$ cat config.mk
export PLATFORM = sky130hd
export DESIGN_NAME = code_lock_ctrl_flat
export DESIGN_NICKNAME = d
export VERILOG_FILES = /design/src/rtl/code_lock_pkg.sv /design/src/rtl/code_lock_ctrl_if.sv /design/src/rtl/key_press_detect.sv /design/src/rtl/code_lock_ctrl.sv /design/src/flat_wrapper.sv
export SDC_FILE = /design/constraint.sdc
export NUM_CORES = 1
export LEC_CHECK = 0
export CORE_MARGIN = 2
export CORE_UTILIZATION = 55
export CTS_CLUSTER_DIAMETER = 60
export DETAILED_ROUTE_END_ITERATION = 8
export GPL_TIMING_DRIVEN = 0
export HOLD_SLACK_MARGIN = 0.05
export PLACE_DENSITY = 0.76
export SYNTH_ARGS = -nofsm -noshare
export SYNTH_HDL_FRONTEND = slang
export SYNTH_HIERARCHICAL = 1
export SYNTH_SLANG_ARGS = --single-unit
$ cat constraint.sdc
create_clock -name clk5 -period 2.6 [get_ports clk5]
set_input_delay 0.78 -clock clk5 [delete_from_list [all_inputs] [get_ports clk5]]
set_output_delay 0.78 -clock clk5 [all_outputs]
set_load 0.05 [all_outputs]
$ cat src/rtl/code_lock_pkg.sv
// Shared key codes, FSM state type and digit classifier for the keypad code lock.
package code_lock_pkg;

  localparam int         KEY_VALID_BIT = 4;
  localparam logic [3:0] KEY_CLEAR     = 4'hC;
  localparam logic [3:0] KEY_RELOCK    = 4'hB;
  localparam logic [3:0] KEY_PROG      = 4'hA;

  typedef enum logic [1:0] {
    ST_ENTRY   = 2'd0,
    ST_OPEN    = 2'd1,
    ST_PROG    = 2'd2,
    ST_LOCKOUT = 2'd3
  } state_t;

  function automatic logic is_digit(input logic [3:0] k);
    return k <= 4'd9;
  endfunction

endpackage

$ cat src/rtl/code_lock_ctrl_if.sv
// Keypad-to-lock signal bundle: keypad side is master, lock controller is slave.
interface code_lock_ctrl_if #(
  parameter int CODE_LEN = 4
);
  localparam int CW = $clog2(CODE_LEN + 1);

  logic [4:0]    keycode;
  logic          open;
  logic          fail;
  logic          locked_out;
  logic          prog_mode;
  logic [CW-1:0] digit_count;

  modport master (
    output keycode,
    input  open, fail, locked_out, prog_mode, digit_count
  );

  modport slave (
    input  keycode,
    output open, fail, locked_out, prog_mode, digit_count
  );
endinterface

$ cat src/rtl/key_press_detect.sv
// Turns the level keycode from the scanner into single-cycle press events.
module key_press_detect
  import code_lock_pkg::*;
(
  input  logic       clk5,
  input  logic       reset,
  input  logic [4:0] keycode,
  output logic       press,
  output logic [3:0] key
);

  logic [4:0] kc_q, kc_d;

  always_comb kc_d = keycode;

  always_ff @(posedge clk5 or posedge reset) begin
    if (reset) kc_q <= '0;
    else       kc_q <= kc_d;
  end

  // Any change to a valid code is a press, so rolling between keys counts too.
  assign press = keycode[KEY_VALID_BIT] && (keycode != kc_q);
  assign key   = keycode[3:0];

endmodule

$ cat src/rtl/code_lock_ctrl.sv
// Combination-lock FSM: digit entry, open/relock, code programming and timed lockout.
module code_lock_ctrl
  import code_lock_pkg::*;
#(
  parameter int                      CODE_LEN       = 4,
  parameter logic [4*CODE_LEN-1:0]   DEFAULT_CODE   = 16'h1296,
  parameter int                      MAX_FAILS      = 3,
  parameter int                      LOCKOUT_CYCLES = 1000
) (
  input  logic            clk5,
  input  logic            reset,
  code_lock_ctrl_if.slave bus
);

  localparam int BW = 4 * CODE_LEN;
  localparam int CW = $clog2(CODE_LEN + 1);
  localparam int FW = $clog2(MAX_FAILS + 1);
  localparam int TW = (LOCKOUT_CYCLES > 1) ? $clog2(LOCKOUT_CYCLES) : 1;

  logic       press;
  logic [3:0] key;

  key_press_detect u_press (
    .clk5    (clk5),
    .reset   (reset),
    .keycode (bus.keycode),
    .press   (press),
    .key     (key)
  );

  state_t        state_q, state_d;
  logic [BW-1:0] entry_q, entry_d;
  logic [CW-1:0] cnt_q, cnt_d;
  logic [BW-1:0] code_q, code_d;
  logic [FW-1:0] fails_q, fails_d;
  logic [TW-1:0] timer_q, timer_d;
  logic          fail_q, fail_d;

  logic [BW-1:0] new_seq;
  logic          last_digit;
  logic          digit_press;

  always_comb begin
    state_d     = state_q;
    entry_d     = entry_q;
    cnt_d       = cnt_q;
    code_d      = code_q;
    fails_d     = fails_q;
    timer_d     = timer_q;
    fail_d      = 1'b0;
    // Shifting left drops the oldest nibble, leaving the last CODE_LEN digits.
    new_seq     = (entry_q << 4) | BW'(key);
    last_digit  = (cnt_q == CW'(CODE_LEN - 1));
    digit_press = press && is_digit(key);

    case (state_q)
      ST_ENTRY: begin
        if (digit_press) begin
          if (last_digit) begin
            cnt_d   = '0;
            entry_d = '0;
            if (new_seq == code_q) begin
              state_d = ST_OPEN;
              fails_d = '0;
            end else begin
              fail_d = 1'b1;
              if (int'(fails_q) + 1 >= MAX_FAILS) begin
                fails_d = FW'(MAX_FAILS);
                state_d = ST_LOCKOUT;
                timer_d = TW'(LOCKOUT_CYCLES - 1);
              end else begin
                fails_d = fails_q + FW'(1);
              end
            end
          end else begin
            entry_d = new_seq;
            cnt_d   = cnt_q + CW'(1);
          end
        end else if (press && key == KEY_CLEAR) begin
          cnt_d   = '0;
          entry_d = '0;
        end
      end

      ST_OPEN: begin
        if (press && key == KEY_RELOCK) begin
          state_d = ST_ENTRY;
        end else if (press && key == KEY_PROG) begin
          state_d = ST_PROG;
          cnt_d   = '0;
          entry_d = '0;
        end
      end

      ST_PROG: begin
        if (digit_press) begin
          if (last_digit) begin
            code_d  = new_seq;
            state_d = ST_ENTRY;
            cnt_d   = '0;
            entry_d = '0;
          end else begin
            entry_d = new_seq;
            cnt_d   = cnt_q + CW'(1);
          end
        end else if (press && key == KEY_CLEAR) begin
          state_d = ST_OPEN;
          cnt_d   = '0;
          entry_d = '0;
        end
      end

      ST_LOCKOUT: begin
        if (timer_q == '0) begin
          state_d = ST_ENTRY;
          fails_d = '0;
          cnt_d   = '0;
          entry_d = '0;
        end else begin
          timer_d = timer_q - TW'(1);
        end
      end

      default: state_d = ST_ENTRY;
    endcase
  end

  always_ff @(posedge clk5 or posedge reset) begin
    if (reset) begin
      state_q <= ST_ENTRY;
      entry_q <= '0;
      cnt_q   <= '0;
      code_q  <= DEFAULT_CODE;
      fails_q <= '0;
      timer_q <= '0;
      fail_q  <= 1'b0;
    end else begin
      state_q <= state_d;
      entry_q <= entry_d;
      cnt_q   <= cnt_d;
      code_q  <= code_d;
      fails_q <= fails_d;
      timer_q <= timer_d;
      fail_q  <= fail_d;
    end
  end

  assign bus.open        = (state_q == ST_OPEN);
  assign bus.fail        = fail_q;
  assign bus.locked_out  = (state_q == ST_LOCKOUT);
  assign bus.prog_mode   = (state_q == ST_PROG);
  assign bus.digit_count = cnt_q;

endmodule
$ cat src/flat_wrapper.sv
// flat-port wrapper written by rule: the top's interface ports become plain ports
module code_lock_ctrl_flat import code_lock_pkg::*;
#(
  parameter int                      CODE_LEN       = 4,
  parameter logic [4*CODE_LEN-1:0]   DEFAULT_CODE   = 16'h1296,
  parameter int                      MAX_FAILS      = 3,
  parameter int                      LOCKOUT_CYCLES = 1000
)
  (clk5, reset, bus_keycode, bus_open, bus_fail, bus_locked_out, bus_prog_mode, bus_digit_count);
  code_lock_ctrl_if #(.CODE_LEN(CODE_LEN)) bus_i ();
  input  logic clk5;
  input  logic reset;
  input wire logic [$bits(bus_i.keycode)-1:0] bus_keycode;
  output wire logic [$bits(bus_i.open)-1:0] bus_open;
  output wire logic [$bits(bus_i.fail)-1:0] bus_fail;
  output wire logic [$bits(bus_i.locked_out)-1:0] bus_locked_out;
  output wire logic [$bits(bus_i.prog_mode)-1:0] bus_prog_mode;
  output wire logic [$bits(bus_i.digit_count)-1:0] bus_digit_count;
  assign bus_i.keycode = bus_keycode;
  assign bus_open = bus_i.open;
  assign bus_fail = bus_i.fail;
  assign bus_locked_out = bus_i.locked_out;
  assign bus_prog_mode = bus_i.prog_mode;
  assign bus_digit_count = bus_i.digit_count;
  code_lock_ctrl #(.CODE_LEN(CODE_LEN), .DEFAULT_CODE(DEFAULT_CODE), .MAX_FAILS(MAX_FAILS), .LOCKOUT_CYCLES(LOCKOUT_CYCLES)) u_core (.clk5(clk5), .reset(reset), .bus(bus_i));
endmodule
=== Yosys cells after proc, flatten, opt, wreduce, memory -nomap -nowiden ===
Cells that the tools add are included.

* Bits in registers: 51
* Input bits: 7

* $add $sub $neg: 4
* Order comparisons: 2
* Equal/unequal tests: 22
* Multiplexer cells: 40
* Bitwise logic cells: 1
* Reduce and logical (&&, ||, !) cells: 14

{| class="wikitable"
|+ Operator list
! cell !! count
|-
| 12-bit 2-to-1 mux || 6
|-
| 10-bit 2-to-1 mux || 5
|-
| 12-bit case mux with 3 select lines || 1
|-
| 32-bit by 3-bit greater-or-equal comparator with 1-bit output, second input constant || 1
|-
| 2-bit 2-to-1 mux || 14
|-
| 10-bit case mux with 2 select lines || 1
|-
| 3-bit 2-to-1 mux || 6
|-
| 16-bit equality test || 1
|-
| 16-bit by 4-bit OR with 16-bit output || 1
|-
| 4-bit equality test, second input constant || 3
|-
| 3-bit by 1-bit inequality test with 1-bit output, second input constant || 4
|-
| 10-bit zero test || 1
|-
| 2-bit by 1-bit inequality test with 1-bit output, second input constant || 5
|-
| 10-bit by 1-bit subtractor with 10-bit output, second input constant || 1
|-
| 3-bit case mux with 3 select lines || 1
|-
| 2-bit case mux with 4 select lines || 1
|-
| 4-bit AND reduction || 2
|-
| 7-bit AND reduction || 1
|-
| 2-bit inequality test, second input constant || 3
|-
| 6-bit AND reduction || 1
|-
| 1-bit logical AND || 5
|-
| 5-bit inequality test || 1
|-
| 2-bit equality test, second input constant || 2
|-
| 4-bit less-or-equal comparator, second input constant || 1
|-
| 12 further kinds || 15
|}

=== Longest topological paths before layout ===
Gate-level depths: netlist (run 1).

* Depth after elaboration: 7
* Gate-level depth with buffers: 8
* Depth with buffers taken out: 8

=== Modules after synthesis ===
The synthesis (run 1) kept the hierarchy.

{| class="wikitable"
|+ Modules (own cells, without submodules)
! module !! times used !! cells an instance !! area each (sq um) !! seq. area each (sq um)
|-
| code_lock_ctrl || 1 || 202 || 2339.7 || 1158.6
|-
| key_press_detect || 1 || 17 || 209.0 || 125.1
|}

=== Least setup slack after synthesis (run 1) ===
No wires, ideal clock.

* Path kind: in2reg
* Start: in bus_keycode[1]
* End: reg u_core.code_q[10]
* Data arrival time: 2305 ps
* Required time: 2475 ps
* Slack: 170 ps
* Stages on the path: 7
* Cells stage by stage: xor2_1 -> nor3_1 -> a31oi_1 -> nand3_1 -> nor3_4 -> buf_4 -> mux2_2

* Cells in the longest elaborated chain, start to end: 4

{| class="wikitable"
|+ Ends and longest elaborated chain
! what !! RTL line !! source
|-
| start, declared || flat_wrapper.sv:13 || <nowiki>input wire logic [$bits(bus_i.keycode)-1:0] bus_keycode;</nowiki>
|-
| 5-bit inequality test || key_press_detect.sv:22 || <nowiki>assign press = keycode[KEY_VALID_BIT] && (keycode != kc_q);</nowiki>
|-
| 1-bit logical AND || key_press_detect.sv:22 ||
|-
| named net u_core.press || code_lock_ctrl.sv:20 || <nowiki>logic press;</nowiki>
|-
| 1-bit logical AND || code_lock_ctrl.sv:54 || <nowiki>digit_press = press && is_digit(key);</nowiki>
|-
| 3-bit AND reduction (no source line) || n/a ||
|-
| end signal, assigned || code_lock_ctrl.sv:141 || <nowiki>code_q <= code_d;</nowiki>
|-
| end, declared || code_lock_ctrl.sv:34 || <nowiki>logic [BW-1:0] code_q, code_d;</nowiki>
|}

The timed path passes the listed nets, and every way through them passes these cells.
A chain may end at the register's enable or synchronous reset.

=== Final worst setup path (run 1) ===
* Start: in bus_keycode[2]
* End: reg u_core.timer_q[1]

* Cells in the longest elaborated chain, start to end: 5

{| class="wikitable"
|+ Ends and longest elaborated chain
! what !! RTL line !! source
|-
| parallel branches: the longest is 4 deep, another holds 4-bit less-or-equal comparator || n/a ||
|-
| 6-bit AND reduction (no source line) * || n/a ||
|-
| end signal, assigned || code_lock_ctrl.sv:143 || <nowiki>timer_q <= timer_d;</nowiki>
|-
| end, declared || code_lock_ctrl.sv:36 || <nowiki>logic [TW-1:0] timer_q, timer_d;</nowiki>
|}

Every way passes the cells marked *.

==> results_dict.tcl, run 1 <==
set metrics [dict create \
    status "completed" \
    routedWlPerCell_um 15.4 \
    overflow 0 \
    yosys_most_used_dff "dfrtp_1" \
    async_flop_share_pct 100 \
    antennaDiodeCount 0 \
    worstPathRequired_ns 2.80 \
    postCtsHoldBufs 0 \
    fin_util_pct 67.5 \
    path_max_fanout 7 \
    ir_worst_vdd_uv 575 \
    track_usage_pct 20.1 \
    drv_cap 0 \
    die_y_um 72.1 \
    crit_end "u_core/timer_q[1]$_DFFE_PP0P_" \
    tritoncts "built" \
    grt_max_degree 26 \
    p_int_mw 1.67 \
    grt_pass1_vias 1697 \
    crit_path_start "bus_keycode[2]" \
    yosysUniqueCellTypes 52 \
    r2r_end "u_core/timer_q[8]$_DFFE_PP0P_" \
    syn_area_um2 2550 \
    drcViolationCount 0 \
    syn2layout_area_growth_pct 16.8 \
    wl_mm 4.61 \
    hpwlAfterDp_mm 3.18 \
    critPathKind "in -> reg" \
    slew_viol_final 0 \
    regToRegSetupSlack_ns 0.54 \
    die_w_um 72.1 \
    cp-end-kind "flop" \
    grt_setup_unrepaired "no" \
    synth_warnings 6 \
    power_switching_mw 1.02 \
    synth_top_area_share_pct 44.2 \
    hold_path_class "reg -> reg" \
    r2r_start "u_core/timer_q[0]$_DFFE_PP0P_" \
    slew_headroom_pct 66.6 \
    core_um2 4410 \
    reg2reg_depth 7 \
    dieArea_um2 5190 \
    antenna_found_initial 0 \
    synthCells 219 \
    synth_commonest_cells "dfrtp_1, xor2_1, inv_1" \
    drtIter0Drc 91 \
    synth_area_leaders "dfrtp_1, mux2_2, xor2_1" \
    fin_nets 256 \
    pwr-share-seq_pct 41.2 \
    std_cell_rows 24 \
    layout-drive-gt1-share_pct 27.5 \
    finalPower_mw 2.69 \
    root_buffer "clkbuf_8" \
    initial_core_util_pct 57.7 \
    num_vias 1753 \
    pwr-share-clk_pct 20.9 \
    clockBufferDepth 2 \
    start_kind "input pin" \
    clock-sinks 51 \
    gp_congestion 0.770 \
    setup_viol 0 \
    finClkSkew_ns 0.00850 \
    arrival_ns 2.72 \
    synthMostInstantiatedCell "dfrtp_1" \
    synth-seq-area-share_pct 50.4 \
    viasPerCell 5.86 \
    period_needed_ns 2.51 \
    insertion_delay_ns 0.31 \
    cts_inserted_buffers 5 \
    hold_viol 0 \
    drt_first_pass_iters 4 \
    fmax_ghz 0.398 \
    ioPinCount 14 \
    hold_start "u_core/code_q[0]$_DFFE_PP0P_" \
    clkTransAtPathRegs_ns 0.10 \
    yosys.area.top_type "dfrtp_1" \
    grt_pass1_wl_mm 8.02 \
    syn-num-nets 229 \
    p_comb_share_pct 37.9 \
    ant_nets 0 \
    worstMarginPinSlew_ns 0.500 \
    syn_avg_cell_area_um2 11.6 \
    ys_seq_elements 51 \
    htree_levels 2 \
    powerDensity_nw_per_um2 903 \
    finalCritPeriodShare_pct 96.7 \
    p_sw_share_pct 37.9 \
    io_buffers 13 \
    leakagePower_nw 1.49 \
    synth_edf_count 0 \
]
==> how the worst min path moves through the flow <==
stage,endpoint,slack (ns),cells past startpoint
6_report,u_core/code_q[0]$_DFFE_PP0P_,0.52,1
5_1_grt,u_core/bus.digit_count[2]$_DFFE_PP0P_,0.54,1
4_1_cts,u_core/code_q[0]$_DFFE_PP0P_,0.52,1
3_5_place_dp,u_core/code_q[0]$_DFFE_PP0P_,0.49,1
3_3_place_gp,u_core/code_q[0]$_DFFE_PP0P_,0.49,1
2_1_floorplan,u_core/code_q[0]$_DFFE_PP0P_,0.48,1
==> worst max-delay path: stages <==
cell	delay, ns
clkdlybuf4s50_1	0.45
buf_4	0.18
xor2_1	0.19
nor4_4	0.29
nand4_2	0.22
a31oi_4	0.29
mux2_4	0.31
==> per-stage QoR <==
stage | hold slack (ns) | std cells | TNS, ns | setup WS, ns | cell area [um^2]
finish | 0.517 | 299 | 0 | 0.0857 | 2980
global route | 0.541 | 299 | 0 | 0.00512 | 2980
CTS | 0.517 | 295 | 0 | 0.0150 | 2910
detailed placement | 0.495 | 285 | -21.07 | -0.745 | 2760
global placement | 0.489 | 284 | -26.34 | -0.672 | 2740
floorplan | 0.478 | 219 | 0 | 0.170 | 2550
==> kinds of logic after synthesis <==
family                     Yosys count  synth area share, %
buffers and inverters               25                 4.81
adders and majority gates            3                 1.47
and+or+nand+nor                     51                 13.5
muxes                               19                 8.49
AOI/OAI and AO/OA                   50                 14.5
xor gates and xnor gates            20                 6.87
DFF                                 51                 50.4
==> flip-flops by register name (all words and copies together), names as in the netlist <==
register,count
u_core/code_q,16
u_core/entry_q,12
u_core/timer_q,10
u_core/u_press/kc_q,5
u_core/bus.digit_count,3
u_core/fails_q,2
u_core/state_q,2
u_core/bus.fail,1
==> layout by cell type (no fill, tap or decap), types with 2 or more instances in the layout <==
master,count
a21o_1,3
a21oi_1,10
a22o_1,13
a31oi_2,2
buf_2,2
buf_4,11
buf_6,2
clkbuf_8,5
clkdlybuf4s50_1,7
dfrtp_1,45
dfstp_2,6
dlygate4sd2_1,2
dlymetal6s2s_1,3
ha_1,3
inv_1,15
mux2_1,2
mux2_2,15
nand2_1,9
nand3_1,6
nand4_1,2
nor2_1,6
nor3_1,6
nor4_2,2
nor4_4,2
o21ai_0,5
o22ai_1,3
o31ai_1,4
xor2_1,19
==> repair_timing <==
| item | 4_1_cts | 5_1_grt |
|---|---|---|
| pin swaps | 3 | 7 |
| resized for setup | 6 | 12 |
| endpoints found under the setup margin | 36 | 41 |
| buffers inserted | 3 | 4 |
==> per-layer routing <==
layer  GRT usage (%)  part of all wire, %  routed length, um  vias up
met2            32.6                   48               2200       39
li1                -                    -                  -      843
met3            4.86                  3.8                173        6
met5               0                    0                  0        -
met1            27.2                   47               2190      865
met4            5.45                  1.0                 48        0
==> power groups by stage <==
stage	Combinational [mW]	Sequential (mW)	Clock, mW
finish	1.02	1.11	0.563
global route	1.11	1.14	0.603
CTS	0.952	1.11	0.578
detailed placement	0.944	1.12	0
global placement	0.928	1.12	0
floorplan	0.700	1.12	0
==> cell type report <==
class / count / area [um^2]
flip-flops and latches: 51 / 1280
repair buffers: 21 / 203
clock inverters: 3 / 46.3
inverters: 16 / 60.1
clock buffers: 5 / 68.8
plain buffers: 8 / 62.6
multi-input cells: 143 / 1190
fillers: 322 / 1440
well taps: 52 / 65.1
(Power assumes the default switching activity.)
==> run 2, diff against run 1 <==
CORE_UTILIZATION = 53   (was 55)
PLACE_DENSITY = 0.77   (was 0.76)
clock period = 2.16 ns   (was 2.6 ns; I/O delays follow)
==> results_dict.tcl, run 2 (synthesis gave the netlist of run 1 again) <==
set metrics [dict create \
    status "completed" \
    hpwlAfterDp_mm 3.33 \
    ioPinCount 14 \
    start_kind "flop" \
    finalCritPeriodShare_pct 97.9 \
    syn2layout_area_growth_pct 20.8 \
    drt_first_pass_iters 4 \
    io_buffers 13 \
    setup_viol 0 \
    period_needed_ns 2.11 \
    p_comb_share_pct 38.5 \
    use_met2_pct 34.6 \
    whs_ns 0.498 \
    worstPathCellList "inv_1, nor2_1, clkdlybuf4s15_2" \
    grt_pass1_vias 1832 \
    antenna_found_initial 0 \
    drtIter0Drc 133 \
    gp_congestion 0.774 \
    p_sw_share_pct 39.0 \
    clkTransAtPathRegs_ns 0.09 \
    drcViolationCount 0 \
    power_switching_mw 1.28 \
    p_int_mw 2.00 \
    cp-end-kind "primary output" \
    crit_path_start "u_core/state_q[1]$_DFFE_PP0P_" \
    layout_common_cells "dfrtp_1, xor2_1, mux2_2" \
    regToRegSetupSlack_ns 0.10 \
    clock-sinks 51 \
    critPathKind "reg -> out" \
    die_y_um 73.3 \
    routedWlPerCell_um 17.0 \
    busiest_layer "met2" \
    htree_levels 2 \
    slew_viol_final 0 \
    fin_nets 259 \
    slowest_delay_ns 0.45 \
    wl_mm 5.16 \
    final_common_cell "dfrtp_1" \
    gr-usage-met1_pct 28.2 \
    reg2reg_depth 8 \
    viasPerCell 5.95 \
    fmax_ghz 0.473 \
    overflow 0 \
    drv_cap 0 \
    cts_inserted_buffers 5 \
    layout-drive-gt1-share_pct 34.0 \
    crit_end "bus_prog_mode" \
    crit_slowest_cell "dfrtp_1" \
    slew_headroom_pct 65.2 \
    clockBufferDepth 2 \
    r2r_end "u_core/entry_q[6]$_DFFE_PP0P_" \
    path_max_fanout 7 \
    grt_pass1_wl_mm 8.68 \
    core_um2 4690 \
    timing.setup.tns_ns 0 \
    hold_viol 0 \
    pwr-share-clk_pct 20.6 \
    finClkSkew_ns 0.00311 \
    worstPathRequired_ns 1.51 \
    powerDensity_nw_per_um2 1070 \
    num_vias 1810 \
    initial_core_util_pct 54.3 \
    path_delay_family "buffers and inverters" \
    leakagePower_nw 1.52 \
    top_register "u_core/code_q" \
    antennaDiodeCount 0 \
    path_depth 3 \
    tritoncts "built" \
    insertion_delay_ns 0.30 \
    track_usage_pct 20.9 \
    largest_register_ffs 16 \
    grt_max_degree 25 \
    crit_buf_inv 2 \
    std_cell_rows 25 \
    root_buffer "clkbuf_8" \
    use_met3_pct 3.02 \
    worstMarginPinSlew_ns 0.522 \
    dieArea_um2 5380 \
    r2r_start "u_core/timer_q[0]$_DFFE_PP0P_" \
    finalPower_mw 3.28 \
    ant_nets 0 \
    pwr-share-seq_pct 40.9 \
    layout_top_registers "u_core/code_q (16), u_core/entry_q (12), u_core/timer_q (10)" \
    die_w_um 73.3 \
    arrival_ns 1.47 \
    ir_worst_vdd_uv 815 \
    hold_path_class "in -> reg" \
    postCtsHoldBufs 0 \
]
[run 2: final cells by class]
cell class | count | area (um^2)
Fill cell | 340 | 1610
Sequential cell | 51 | 1280
Multi-Input combinational cell | 143 | 1250
Timing Repair Buffer | 23 | 228
Buffer | 9 | 73.8
Clock buffer | 5 | 68.8
Tap cell | 54 | 67.6
Inverter | 16 | 60.1
Clock inverter | 3 | 47.5
[run 2: through the flow]
step	setup WS, ns	instances	utilization, %	cell area (um^2)
global route	-0.0199	304	65.6	3080
finish	0.0451	304	65.6	3080
floorplan	0.000955	219	-	2560
detailed placement	-0.853	287	59.4	2790
CTS	0.0115	304	64.5	3030
global placement	-0.785	286	58.9	2760
[run 2: worst min path at each step]
| stage | cells after the start | slack [ns] | endpoint | startpoint |
|---|---|---|---|---|
| floorplan | 1 | 0.43 | u_core/u_press/kc_q[0]$_DFF_PP0_ | reset |
| global placement | 1 | 0.49 | u_core/code_q[0]$_DFFE_PP0P_ | u_core/code_q[0]$_DFFE_PP0P_ |
| detailed placement | 1 | 0.49 | u_core/code_q[0]$_DFFE_PP0P_ | u_core/code_q[0]$_DFFE_PP0P_ |
| CTS | 1 | 0.52 | u_core/code_q[0]$_DFFE_PP0P_ | u_core/code_q[0]$_DFFE_PP0P_ |
| global route | 1 | 0.48 | u_core/u_press/kc_q[3]$_DFF_PP0_ | bus_keycode[3] |
| finish | 1 | 0.50 | u_core/u_press/kc_q[3]$_DFF_PP0_ | bus_keycode[3] |
[run 2: power by group through the flow]
| stage | registers, mW | logic, mW | clock network [mW] |
|---|---|---|---|
| floorplan | 1.35 | 0.844 | 0 |
| global placement | 1.34 | 1.12 | 0 |
| detailed placement | 1.35 | 1.14 | 0 |
| CTS | 1.33 | 1.22 | 0.688 |
| global route | 1.37 | 1.36 | 0.724 |
| finish | 1.34 | 1.26 | 0.675 |
[run 2: worst reg2reg max path: stages (launching register included)]
cell and delay, ns:
dfrtp_1 0.38, inv_1 0.11, ha_1 0.16, nor4b_4 0.26
a31oi_2 0.24, a21oi_2 0.22, nand2_2 0.15, buf_6 0.18
a22o_1 0.24
[run 2: layer usage]
layer  part of all wire, %  up-vias  routed length [um]
li1                      -      838                   -
met1                    44      915                2290
met2                    51       51                2630
met3                   3.6        6                 188
met4                   1.0        0                  53
met5                     0        -                   0
[run 2: repair_timing]
action                     4_1_cts  5_1_grt
hold endpoints to repair         0        0
buffers inserted                 8        0
pin swaps                        7        7
gates cloned                     1        0
setup endpoints to repair       50       36
resized for setup               38       23
